**config.mk**
```make
export PLATFORM = sky130hd
export DESIGN_NAME = uart_tx_flat
export DESIGN_NICKNAME = d
export VERILOG_FILES = /design/src/rtl/uart_pkg.sv /design/src/rtl/uart_tx_if.sv /design/src/rtl/uart_baud_counter.sv /design/src/rtl/uart_tx.sv /design/src/flat_wrapper.sv
export SDC_FILE = /design/constraint.sdc
export NUM_CORES = 1
export LEC_CHECK = 0
export BUFFER_PORTS_ARGS = -buffer_cell sky130_fd_sc_hd__buf_2
export CAP_MARGIN = 20
export CORE_MARGIN = 5
export CORE_UTILIZATION = 30
export CTS_CLUSTER_SIZE = 28
export DETAILED_ROUTE_END_ITERATION = 10
export PLACE_DENSITY = 0.49
export SKIP_CTS_REPAIR_TIMING = 1
export SYNTH_ARGS = -nofsm -noshare
export SYNTH_HDL_FRONTEND = slang
export SYNTH_SLANG_ARGS = --single-unit
```
**constraint.sdc**
```tcl
create_clock -name clock -period 2.69 [get_ports clock]
set_input_delay 0.1345 -clock clock [delete_from_list [all_inputs] [get_ports clock]]
set_output_delay 0.1345 -clock clock [all_outputs]
set_load 0.005 [all_outputs]
```
**src/rtl/uart_pkg.sv**
```systemverilog
// Shared UART definitions: parity modes, transmitter states and a width helper.
package uart_pkg;

  typedef enum logic [1:0] {
    PARITY_NONE,
    PARITY_ODD,
    PARITY_EVEN
  } parity_t;

  typedef enum logic [2:0] {
    TX_IDLE,
    TX_START,
    TX_DATA,
    TX_PARITY,
    TX_STOP
  } tx_state_t;

  // Counter width that still holds value-1, never narrower than one bit.
  function automatic int unsigned clog2_min1(input int unsigned value);
    return ($clog2(value) < 1) ? 1 : $clog2(value);
  endfunction

  // EVEN parity is the plain XOR of the data bits; ODD is its inverse.
  function automatic logic parity_of(input parity_t mode, input logic data_xor);
    return (mode == PARITY_ODD) ? ~data_xor : data_xor;
  endfunction

endpackage

```
**src/rtl/uart_tx_if.sv**
```systemverilog
// Valid/ready word stream from a byte producer into the UART transmitter.
interface uart_tx_if #(
  parameter int unsigned NUMBER_OF_BITS = 8
) ();

  logic                      data_valid;
  logic                      data_ready;
  logic [NUMBER_OF_BITS-1:0] data_bits;

  modport master (
    output data_valid,
    output data_bits,
    input  data_ready
  );

  modport slave (
    input  data_valid,
    input  data_bits,
    output data_ready
  );

endinterface

```
**src/rtl/uart_baud_counter.sv**
```systemverilog
// Bit-period down-counter: load a start value, count down to zero and hold there.
module uart_baud_counter #(
  parameter int unsigned WIDTH = 2
) (
  input  logic             clock,
  input  logic             reset,
  input  logic             load_i,
  input  logic [WIDTH-1:0] load_value_i,
  output logic             zero_o
);

  logic [WIDTH-1:0] count_q, count_d;

  // NOTE: every signal written in always_comb gets a default first, so no path can infer a latch.
  always_comb begin
    count_d = count_q;
    if (load_i) begin
      count_d = load_value_i;
    end else if (count_q != '0) begin
      count_d = count_q - WIDTH'(1);
    end
  end

  // NOTE: sequential state uses non-blocking assignments only, so every flop samples pre-edge values.
  always_ff @(posedge clock) begin
    if (!reset) begin
      count_q <= '0;
    end else begin
      count_q <= count_d;
    end
  end

  assign zero_o = (count_q == '0);

endmodule

```
**src/rtl/uart_tx.sv**
```systemverilog
// UART transmitter: one-word holding register feeding a start/data/parity/stop serialiser,
// reloading straight from the holding register so back-to-back frames have no idle gap.
module uart_tx
  import uart_pkg::*;
#(
  parameter int unsigned NUMBER_OF_BITS = 8,
  parameter int unsigned BAUD_DIVIDER   = 4,
  parameter int unsigned STOP_BITS      = 1,
  parameter parity_t     PARITY         = PARITY_NONE
) (
  input  logic       clock,
  input  logic       reset,
  uart_tx_if.slave   data_if,
  output logic       tx,
  output logic       busy
);

  localparam int unsigned RATE_W    = clog2_min1(BAUD_DIVIDER);
  localparam int unsigned BIT_CNT_W = clog2_min1(NUMBER_OF_BITS);

  localparam logic [RATE_W-1:0]    RATE_LOAD = RATE_W'(BAUD_DIVIDER - 1);
  localparam logic [BIT_CNT_W-1:0] BIT_LAST  = BIT_CNT_W'(NUMBER_OF_BITS - 1);
  localparam logic                 STOP_LAST = 1'(STOP_BITS - 1);

  if (BAUD_DIVIDER < 1) begin : g_bad_divider
    $error("uart_tx: BAUD_DIVIDER must be at least 1");
  end
  if (STOP_BITS < 1 || STOP_BITS > 2) begin : g_bad_stop_bits
    $error("uart_tx: STOP_BITS must be 1 or 2");
  end
  if (NUMBER_OF_BITS < 1 || NUMBER_OF_BITS > 16) begin : g_bad_width
    $error("uart_tx: NUMBER_OF_BITS must be in 1..16");
  end

  tx_state_t state_q, state_d;
  logic      hold_full_q, hold_full_d;
  logic      ready_q;
  logic      busy_q;
  logic      tx_q, tx_d;

  logic [NUMBER_OF_BITS-1:0] hold_q, hold_d;
  logic [NUMBER_OF_BITS-1:0] shift_q, shift_d;
  logic [BIT_CNT_W-1:0]      bit_cnt_q, bit_cnt_d;
  logic                      stop_cnt_q, stop_cnt_d;
  logic                      parity_q, parity_d;

  logic baud_load;
  logic baud_zero;
  logic load_frame;
  logic transfer;

  uart_baud_counter #(
    .WIDTH(RATE_W)
  ) u_baud_counter (
    .clock       (clock),
    .reset       (reset),
    .load_i      (baud_load),
    .load_value_i(RATE_LOAD),
    .zero_o      (baud_zero)
  );

  assign transfer = data_if.data_valid && ready_q;

  always_comb begin
    state_d     = state_q;
    hold_d      = hold_q;
    hold_full_d = hold_full_q;
    shift_d     = shift_q;
    bit_cnt_d   = bit_cnt_q;
    stop_cnt_d  = stop_cnt_q;
    parity_d    = parity_q;
    tx_d        = tx_q;
    baud_load   = 1'b0;
    load_frame  = 1'b0;

    if (transfer) begin
      hold_d      = data_if.data_bits;
      hold_full_d = 1'b1;
    end

    unique case (state_q)
      TX_IDLE: begin
        load_frame = hold_full_q;
      end
      TX_START: begin
        if (baud_zero) begin
          state_d   = TX_DATA;
          baud_load = 1'b1;
          bit_cnt_d = BIT_LAST;
          tx_d      = shift_q[0];
          shift_d   = shift_q >> 1;
        end
      end
      TX_DATA: begin
        if (baud_zero) begin
          baud_load = 1'b1;
          if (bit_cnt_q != '0) begin
            bit_cnt_d = bit_cnt_q - BIT_CNT_W'(1);
            tx_d      = shift_q[0];
            shift_d   = shift_q >> 1;
          end else if (PARITY != PARITY_NONE) begin
            state_d = TX_PARITY;
            tx_d    = parity_q;
          end else begin
            state_d    = TX_STOP;
            tx_d       = 1'b1;
            stop_cnt_d = STOP_LAST;
          end
        end
      end
      TX_PARITY: begin
        if (baud_zero) begin
          state_d    = TX_STOP;
          baud_load  = 1'b1;
          tx_d       = 1'b1;
          stop_cnt_d = STOP_LAST;
        end
      end
      TX_STOP: begin
        if (baud_zero) begin
          if (stop_cnt_q != 1'b0) begin
            stop_cnt_d = 1'b0;
            baud_load  = 1'b1;
          end else if (hold_full_q) begin
            load_frame = 1'b1;
          end else begin
            state_d = TX_IDLE;
            tx_d    = 1'b1;
          end
        end
      end
      default: begin
        state_d = TX_IDLE;
        tx_d    = 1'b1;
      end
    endcase

    // Reload from the holding register; ready_q was 0 so no transfer competes for hold this edge.
    if (load_frame) begin
      state_d     = TX_START;
      shift_d     = hold_q;
      parity_d    = parity_of(PARITY, ^hold_q);
      hold_full_d = 1'b0;
      tx_d        = 1'b0;
      baud_load   = 1'b1;
    end
  end

  always_ff @(posedge clock) begin
    if (!reset) begin
      state_q     <= TX_IDLE;
      hold_full_q <= 1'b0;
      ready_q     <= 1'b0;
      busy_q      <= 1'b0;
      tx_q        <= 1'b1;
    end else begin
      state_q     <= state_d;
      hold_full_q <= hold_full_d;
      ready_q     <= !hold_full_d;
      busy_q      <= (state_d != TX_IDLE) || hold_full_d;
      tx_q        <= tx_d;
    end
  end

  // NOTE: datapath registers are left out of reset; their contents only matter once a valid flag qualifies them.
  always_ff @(posedge clock) begin
    hold_q     <= hold_d;
    shift_q    <= shift_d;
    bit_cnt_q  <= bit_cnt_d;
    stop_cnt_q <= stop_cnt_d;
    parity_q   <= parity_d;
  end

  assign data_if.data_ready = ready_q;
  assign tx                 = tx_q;
  assign busy               = busy_q;

endmodule

```
**src/flat_wrapper.sv**
```systemverilog
// flat-port wrapper written by rule: the top's interface ports become plain ports
module uart_tx_flat import uart_pkg::*;
#(
  parameter int unsigned NUMBER_OF_BITS = 8,
  parameter int unsigned BAUD_DIVIDER   = 4,
  parameter int unsigned STOP_BITS      = 1,
  parameter parity_t     PARITY         = PARITY_NONE
)
  (clock, reset, tx, busy, data_if_data_valid, data_if_data_bits, data_if_data_ready);
  uart_tx_if #(.NUMBER_OF_BITS(NUMBER_OF_BITS)) data_if_i ();
  input  logic clock;
  input  logic reset;
  output logic tx;
  output logic busy;
  input wire logic [$bits(data_if_i.data_valid)-1:0] data_if_data_valid;
  input wire logic [$bits(data_if_i.data_bits)-1:0] data_if_data_bits;
  output wire logic [$bits(data_if_i.data_ready)-1:0] data_if_data_ready;
  assign data_if_i.data_valid = data_if_data_valid;
  assign data_if_i.data_bits = data_if_data_bits;
  assign data_if_data_ready = data_if_i.data_ready;
  uart_tx #(.NUMBER_OF_BITS(NUMBER_OF_BITS), .BAUD_DIVIDER(BAUD_DIVIDER), .STOP_BITS(STOP_BITS), .PARITY(PARITY)) u_core (.clock(clock), .reset(reset), .data_if(data_if_i), .tx(tx), .busy(busy));
endmodule
```
Word level (Yosys, flattened, before mapping)
Index checks and enable logic that the tools add are counted.
W data, S select, Z words.
{"block": "word_totals", "ff_bits": 29, "input_bits": 11, "output_inout_bits": 3, "word_cells": 91, "latch_bits": 0, "rom_bits": 0, "memories": 0, "ramBits": 0}
{"block": "op_classes", "addsub": 2, "div": 0, "bitwise_logic": 0, "n_eq_ne": 17, "mux": 44, "order_cmp": 0, "n_mul": 0, "shifts": 0, "n_reduce_logical": 18}
{"op": "$mux W3", "count": 11}
{"op": "$mux W8", "count": 4}
{"op": "$mux W1", "count": 20}
{"op": "$pmux W8 S2", "count": 1}
{"op": "$ne A3 B1 Y1 const B", "count": 5}
{"op": "$pmux W3 S5", "count": 1}
{"op": "$reduce_and A4 Y1", "count": 3}
{"op": "$ne A2 B1 Y1 const B", "count": 5}
{"op": "$reduce_bool A3 Y1", "count": 3}
{"op": "$reduce_bool A2 Y1", "count": 4}
{"op": "$reduce_and A7 Y1", "count": 1}
{"op": "$eq A3 B2 Y1 const B", "count": 2}
{"op": "$ne A3 B3 Y1 const B", "count": 2}
{"op": "$pmux W1 S2", "count": 3}
{"op": "$pmux W3 S2", "count": 1}
{"op": "$pmux W1 S5", "count": 1}
{"op": "$mux W2", "count": 2}
{"op": "$eq A3 B1 Y1 const B", "count": 1}
{"op": "$eq A3 B3 Y1 const B", "count": 1}
{"op": "$logic_not A3 Y1", "count": 1}
{"op": "$reduce_or A3 Y1", "count": 1}
{"op": "$sub A3 B1 Y3 const B", "count": 1}
{"op": "$logic_not A2 Y1", "count": 1}
{"op": "$ne A2 B2 Y1 const B", "count": 1}
{"op": "other kinds (5)", "count": 5}

Logic depth before layout (Yosys ltp)
Gate-level depths: netlist of run 1.
{"block": "logic_depth", "ltp_word": 7, "mapped_depth": 7, "ltp_nobuf": 6}

By module
From an unflattened synthesis of run 1, not the netlist that was laid out.
{"block": "hier_totals", "cells_unflattened": 94, "area_unflattened_um2": 1226.2}
{"mod": "uart_tx", "n_inst": 1, "area_per_inst_um2": 1102.3, "cells_each": 81, "seq_area_each_um2": 710.7}
{"mod": "uart_baud_counter", "n_inst": 1, "area_per_inst_um2": 123.9, "cells_each": 13, "seq_area_each_um2": 40.0}

Worst setup path before layout of run 1
Ideal clock, no wire load.
{"block": "synth_timing", "kind": "register to register", "startpoint": "reg u_core.u_baud_counter.count_q[0]", "endpoint": "reg u_core.shift_q[0], enable pin", "stages_incl_launch_ff": 8, "n_path_buf": 2, "setup_ns": 0.271, "required_ns": 2.419, "synth_period_minus_slack_ns": 1.829, "arrival_time_ns": 1.558, "setup_slack_ns": 0.861, "cell_sequence": "dfxtp_1 -> inv_1 -> ha_1 -> buf_2 -> nor2b_1 -> nor2_4 -> buf_12 -> or2_2"}
{"block": "synth_between", "elab_chain_cells": 5, "elab_cells_between_ends": 8, "cone_classes": "eq/ne: 3; mux: 2; reduce/logical: 3"}
{"element": "start, declared", "line": "uart_baud_counter.sv:12", "source": "logic [WIDTH-1:0] count_q, count_d;"}
{"element": "start signal, assigned", "line": "uart_baud_counter.sv:29", "source": "count_q <= count_d;"}
{"element": "$logic_not A2 Y1 *", "line": "uart_baud_counter.sv:33", "source": "assign zero_o = (count_q == '0);"}
{"element": "$mux W1", "line": "uart_tx.sv:120", "source": "if (baud_zero) begin"}
{"element": "$pmux W1 S2", "line": "uart_tx.sv:81", "source": "unique case (state_q)"}
{"element": "$ne A3 B1 Y1 (no source line) or $reduce_bool A3 Y1 (tied branches)"}
{"element": "$reduce_and A4 Y1 (no source line) *"}
{"element": "end signal, assigned", "line": "uart_tx.sv:168", "source": "shift_q <= shift_d;"}
{"element": "end, declared", "line": "uart_tx.sv:42", "source": "logic [NUMBER_OF_BITS-1:0] shift_q, shift_d;"}
Every way passes the cells marked *; elsewhere a longest branch is shown, timed or not.
A chain may end at the register's enable or synchronous reset.

Final worst setup path of run 1
{"block": "layout_timing", "startpoint": "reg u_core.bit_cnt_q[0]", "endpoint": "reg u_core.shift_q[4], enable pin"}
{"block": "layout_between", "elab_chain_cells": 3}
{"element": "start, declared", "line": "uart_tx.sv:43", "source": "logic [BIT_CNT_W-1:0] bit_cnt_q, bit_cnt_d;"}
{"element": "start signal, assigned", "line": "uart_tx.sv:169", "source": "bit_cnt_q <= bit_cnt_d;"}
{"element": "$reduce_bool A3 Y1", "line": "uart_tx.sv:97", "source": "if (bit_cnt_q != '0) begin"}
{"element": "$ne A3 B1 Y1 (no source line)"}
{"element": "$reduce_and A4 Y1 (no source line)"}
No other way between the ends.

==> impl_metrics.tcl, run 1 <==
set metrics [dict create \
    hp-class "primary input to register" \
    finalWirelength_um 1900 \
    min_period_ns 2.03 \
    rows 23 \
    yosysTopAreaCellShare 0.449 \
    critPathKind "register to register" \
    syn_inst 102 \
    p_per_area_nw_per_um2 765 \
    grt_overflow 0 \
    rr_startpoint "u_core.bit_cnt_q[0]" \
    outcome "complete, no violations" \
    synth-async-reset-ratio 0 \
    cts_sinks 28 \
    min_to "u_core.hold_q[7]" \
    switching_share 0.240 \
    netlist.top_cell.by_area "edfxtp_1" \
    grt_setup_unrepaired "false" \
    portBuffers 13 \
    setup_viol 0 \
    drt-initial-drc-count 27 \
    cp_data_required_time_ns 2.66 \
    post_dp_cell_area_sq_um 1350 \
    cts_max_level 1 \
    r2r_slack_ns 0.66 \
    r2r_end "u_core.shift_q[4]" \
    grt_pass1_wl_um 3170 \
    num_antenna_cells 0 \
    dieArea_sq_um 5640 \
    min_path_cells 1 \
    clock.fmax_ghz 0.493 \
    synth_edf_count 19 \
    synth_seq_cells 28 \
    clock_skew_ns 0.00457 \
    synth.most_common_cell "edfxtp_1" \
    ys_top_cells_by_area "edfxtp_1 45%, dfxtp_1 14%, mux2_4 7.1%, o21ai_0 3.5%, ha_1 3.0%" \
    cp-end-kind "register" \
    syn_nets 116 \
    drive_above_1_share 0.239 \
    viasPerCell 4.47 \
    worstPathArrival_ns 2.00 \
    leakagePower_nw 0.528 \
    p_seq_frac 0.505 \
    track_usage 0.0755 \
    drv_cap 0 \
    hp-start "data_if_data_bits[7]" \
    ant_nets 0 \
    fin_crit_sh 0.755 \
    synth_cell_type_count 33 \
    r2r_cells 6 \
    seq_area_frac_synth 0.591 \
    cts_tree "yes" \
    drt_pass1_iterations 4 \
    hold_violations 0 \
    dp_hpwl_um 1410 \
    syn2layout_area_growth_pct 11.6 \
    vias 729 \
    critPathSlowestCell "nor3b_1" \
    power_frac_clock 0.299 \
    cp_max_fo 8 \
    ir_worst_vdd_mv 0.308 \
    start_util 0.313 \
    synth_area_per_cell_sq_um 12.5 \
    root_buffer "clkbuf_8" \
    hold_ws_ns 0.0363 \
    maxSlewViolCount 0 \
    synth_ff_type "edfxtp_1" \
    cp_top_family "simple AND/OR/NAND/NOR gates" \
    die_w_um 75.1 \
    insertion_delay_ns 0.27 \
    fin_tns_setup_ns 0 \
    drt_drc_violations_left 0 \
    crit_buf_inv 1 \
    cp_slowest_stage_delay_ns 0.48 \
    grt_antenna_before_repair 0 \
    p_sw_mw 0.261 \
    place_congestion 0.734 \
    relSlewSlack 0.652 \
    grt_max_degree 17 \
    cts_buffers 3 \
    p_comb_frac 0.196 \
    grt_pass1_vias 687 \
    die_y_um 75.1 \
    yosysWarnings 0 \
    stdcell_area_sq_um 1420 \
    clkTransAtPathRegs_ns 0.09 \
    synth.cell_area_sq_um 1270 \
    core_area_sq_um 4060 \
    layout.nets 128 \
    tightest_slew_ns 0.520 \
    crit_chain "inv_1, ha_1, nor2b_1, o21ai_0, nor3b_1, or2_2" \
    cts_buffer_depth 2 \
    synth_commonest_cells "19 x edfxtp_1, 9 x dfxtp_1, 9 x o21ai_0" \
    critPathLaunchType "register" \
    p_int_mw 0.825 \
    ioPinCount 14 \
    drt-wirelength-per-cell_um 11.7 \
]
[placed cells by master (no fill, tap or decap), types with 2 or more instances in the layout]
cell,instances
mux2_4,6
nand2_1,6
ha_1,3
o21ai_0,9
a21oi_1,3
or2b_1,2
nor2_1,6
nor3b_1,4
buf_2,13
clkbuf_8,3
inv_1,6
o21a_1,2
edfxtp_1,19
and2_1,3
dfxtp_1,9
a21boi_0,2
nand2b_1,2
nor2b_1,3
[per-layer routing]
| metal | part of all wire | track usage | up-vias |
|---|---|---|---|
| met5 | 0 | 0 | - |
| met4 | 0.010 | 0.0356 | 0 |
| met3 | 0.029 | 0.0214 | 2 |
| met2 | 0.45 | 0.110 | 9 |
| li1 | - | - | 380 |
| met1 | 0.51 | 0.103 | 338 |
[flip-flops by register name, indices dropped and copies added (netlist names)]
| signal | flops |
|---|---|
| u_core.hold_q | 8 |
| u_core.shift_q | 8 |
| u_core.bit_cnt_q | 3 |
| u_core.state_q | 3 |
| u_core.u_baud_counter.count_q | 2 |
| u_core.busy | 1 |
| u_core.data_if.data_ready | 1 |
| u_core.hold_full_q | 1 |
| u_core.tx | 1 |
[area by class of cell]
class                      count  area, sq um
sequential                    28          751
multi-input combinational     62          447
inverter                       6         22.5
timing repair buffer          13         65.1
clock buffer                   3         41.3
fill                         397         2640
clock inverter                 1         30.0
tap                           50         62.6
[how the worst max path moves through the flow]
| stage | start | to | slack (ns) | cells past startpoint |
|---|---|---|---|---|
| 2_1_floorplan | u_core.u_baud_counter.count_q[0] | u_core.shift_q[0] | 0.86 | 7 |
| 3_3_place_gp | u_core.bit_cnt_q[0] | u_core.shift_q[4] | 0.75 | 6 |
| 3_5_place_dp | u_core.bit_cnt_q[0] | u_core.shift_q[5] | 0.67 | 6 |
| 4_1_cts | u_core.bit_cnt_q[0] | u_core.shift_q[0] | 0.65 | 6 |
| 5_1_grt | u_core.bit_cnt_q[0] | u_core.shift_q[6] | 0.47 | 6 |
| 6_report | u_core.bit_cnt_q[0] | u_core.shift_q[4] | 0.66 | 6 |
[through the flow]
stage | util | std cells | setup WS [ns] | power, mW
3_3_place_gp | 0.332 | 159 | 0.747 | 0.769
3_5_place_dp | 0.332 | 159 | 0.671 | 0.774
2_1_floorplan | - | 102 | 0.861 | 0.734
5_1_grt | 0.350 | 163 | 0.468 | 1.15
4_1_cts | 0.350 | 163 | 0.646 | 1.10
6_report | 0.350 | 163 | 0.660 | 1.09
[logic make-up after synthesis]
family                     Yosys count  synth area share
AOI/OAI and AO/OA                   19            0.0896
xor gates and xnor gates             1           0.00689
adders and majority gates            3            0.0295
buffers and inverters               12            0.0581
DFF                                 28             0.591
muxes                                7            0.0797
and+or+nand+nor                     32             0.146
[power groups by stage]
stage / registers, mW / logic (mW) / clock network, mW
floorplan: 0.547 / 0.187 / 0
global placement: 0.557 / 0.212 / 0
detailed placement: 0.557 / 0.216 / 0
CTS: 0.549 / 0.217 / 0.332
global route: 0.555 / 0.247 / 0.349
finish: 0.549 / 0.213 / 0.325
Note: power is estimated with default switching activity, not from simulation.
==> run 2: changes to the inputs <==
Settings changed: PLACE_DENSITY 0.49 to 0.51.
Clock period 2.69 ns to 1.8 ns, I/O delays scaled along.
==> impl_metrics.tcl, run 2 (same netlist as run 1, synthesis figures left out) <==
set metrics [dict create \
    r2r_slack_ns 0.15 \
    p_per_area_nw_per_um2 1060 \
    grt_antenna_before_repair 0 \
    post_dp_cell_area_sq_um 1440 \
    drt-initial-drc-count 19 \
    clock.fmax_ghz 0.606 \
    finalWirelength_um 2080 \
    instances_no_fill 181 \
    insertion_delay_ns 0.27 \
    root_buffer "clkbuf_8" \
    track_usage 0.0824 \
    start_util 0.313 \
    fin_tns_setup_ns 0 \
    place_congestion 0.830 \
    die_y_um 75.1 \
    cts_buffer_depth 2 \
    vias 820 \
    drt_pass1_iterations 5 \
    layout_commonest_cell "edfxtp_1" \
    relSlewSlack 0.704 \
    hold_violations 0 \
    fin_crit_sh 0.916 \
    dp_slack_ns 0.0284 \
    fillers 386 \
    drt-wirelength-per-cell_um 11.5 \
    cts_sinks 28 \
    leakagePower_nw 0.620 \
    drv_cap 0 \
    min_period_ns 1.65 \
    clkTransAtPathRegs_ns 0.09 \
    drive_above_1_share 0.298 \
    grt_setup_unrepaired "false" \
    dieArea_sq_um 5640 \
    outcome "complete, no violations" \
    clock_skew_ns 0.00106 \
    stdcell_area_sq_um 1600 \
    cts_max_level 1 \
    reg_top3 "u_core.hold_q (8), u_core.shift_q (8)" \
    timing.final.ws_setup_ns 0.151 \
    grt_pass1_vias 831 \
    dp_cells 169 \
    dp_hpwl_um 1540 \
    cp-end-kind "register" \
    ioPinCount 14 \
    cp_data_required_time_ns 1.83 \
    syn2layout_area_growth_pct 25.6 \
    rows 23 \
    portBuffers 13 \
    grt_pass1_wl_um 3480 \
    die_w_um 75.1 \
    cts_buffers 3 \
    layout.nets 146 \
    critPathLaunchType "register" \
    worstPathArrival_ns 1.68 \
    num_antenna_cells 0 \
    cts_tree "yes" \
    grt_overflow 0 \
    cp_max_fo 5 \
    finish.utilization 0.393 \
    tightest_slew_ns 0.444 \
    ant_nets 0 \
    final_cell_mix "19 x edfxtp_1, 13 x buf_2, 9 x buf_4, 9 x dfxtp_1" \
    drt_drc_violations_left 0 \
    grt_max_degree 17 \
    hp-class "primary input to register" \
    setup_viol 0 \
    core_area_sq_um 4060 \
    critPathKind "register to register" \
    ir_worst_vdd_mv 0.431 \
    viasPerCell 4.53 \
    maxSlewViolCount 0 \
]
==> run 2: path summary, 6_finish.rpt <==
kind,from,end,depth (start not counted)
max reg2reg,u_core.state_q[1],u_core.shift_q[6],4
min reg2reg,u_core.hold_q[7],u_core.shift_q[7],1
min,reset,u_core.tx,2
max,u_core.state_q[1],u_core.shift_q[6],4
==> run 2: area by class of cell <==
cell class                      instances  area (sq um)  share of cell area
Clock buffer                            3          41.3              0.0259
Clock inverter                          1          30.0              0.0188
Inverter                                6          22.5              0.0141
Multi-Input combinational cell         62           457               0.286
Sequential cell                        28           751               0.470
Tap cell                               50          62.6              0.0392
Timing Repair Buffer                   31           233               0.146
==> run 2: stage by stage <==
step / power, mW / hold WS, ns
after floorplan: 1.10 / 0.189
after global placement: 1.20 / 0.267
after detailed placement: 1.21 / 0.268
after CTS: 1.70 / -0.0210
after global routing: 1.80 / 0.0803
final: 1.70 / 0.0760
==> run 2: critical path, cell delays in order (launching register included) <==
cell and delay, ns:
dfxtp_1 0.34, or3b_4 0.44, nor2_4 0.14, buf_4 0.18
mux2_4 0.30
==> run 2: layer usage <==
layer | share of wire | GRT usage
met3 | 0.035 | 0.0200
met4 | 0.018 | 0.0415
met1 | 0.46 | 0.0926
met2 | 0.49 | 0.144
met5 | 0 | 0
==> run 2: power breakdown <==
group          leakage [nW]  switching, mW  total, mW  internal [mW]
logic                 0.339          0.197      0.403          0.206
registers             0.245         0.0243      0.807          0.783
clock network        0.0357          0.191      0.488          0.298
total                 0.620          0.412       1.70           1.29
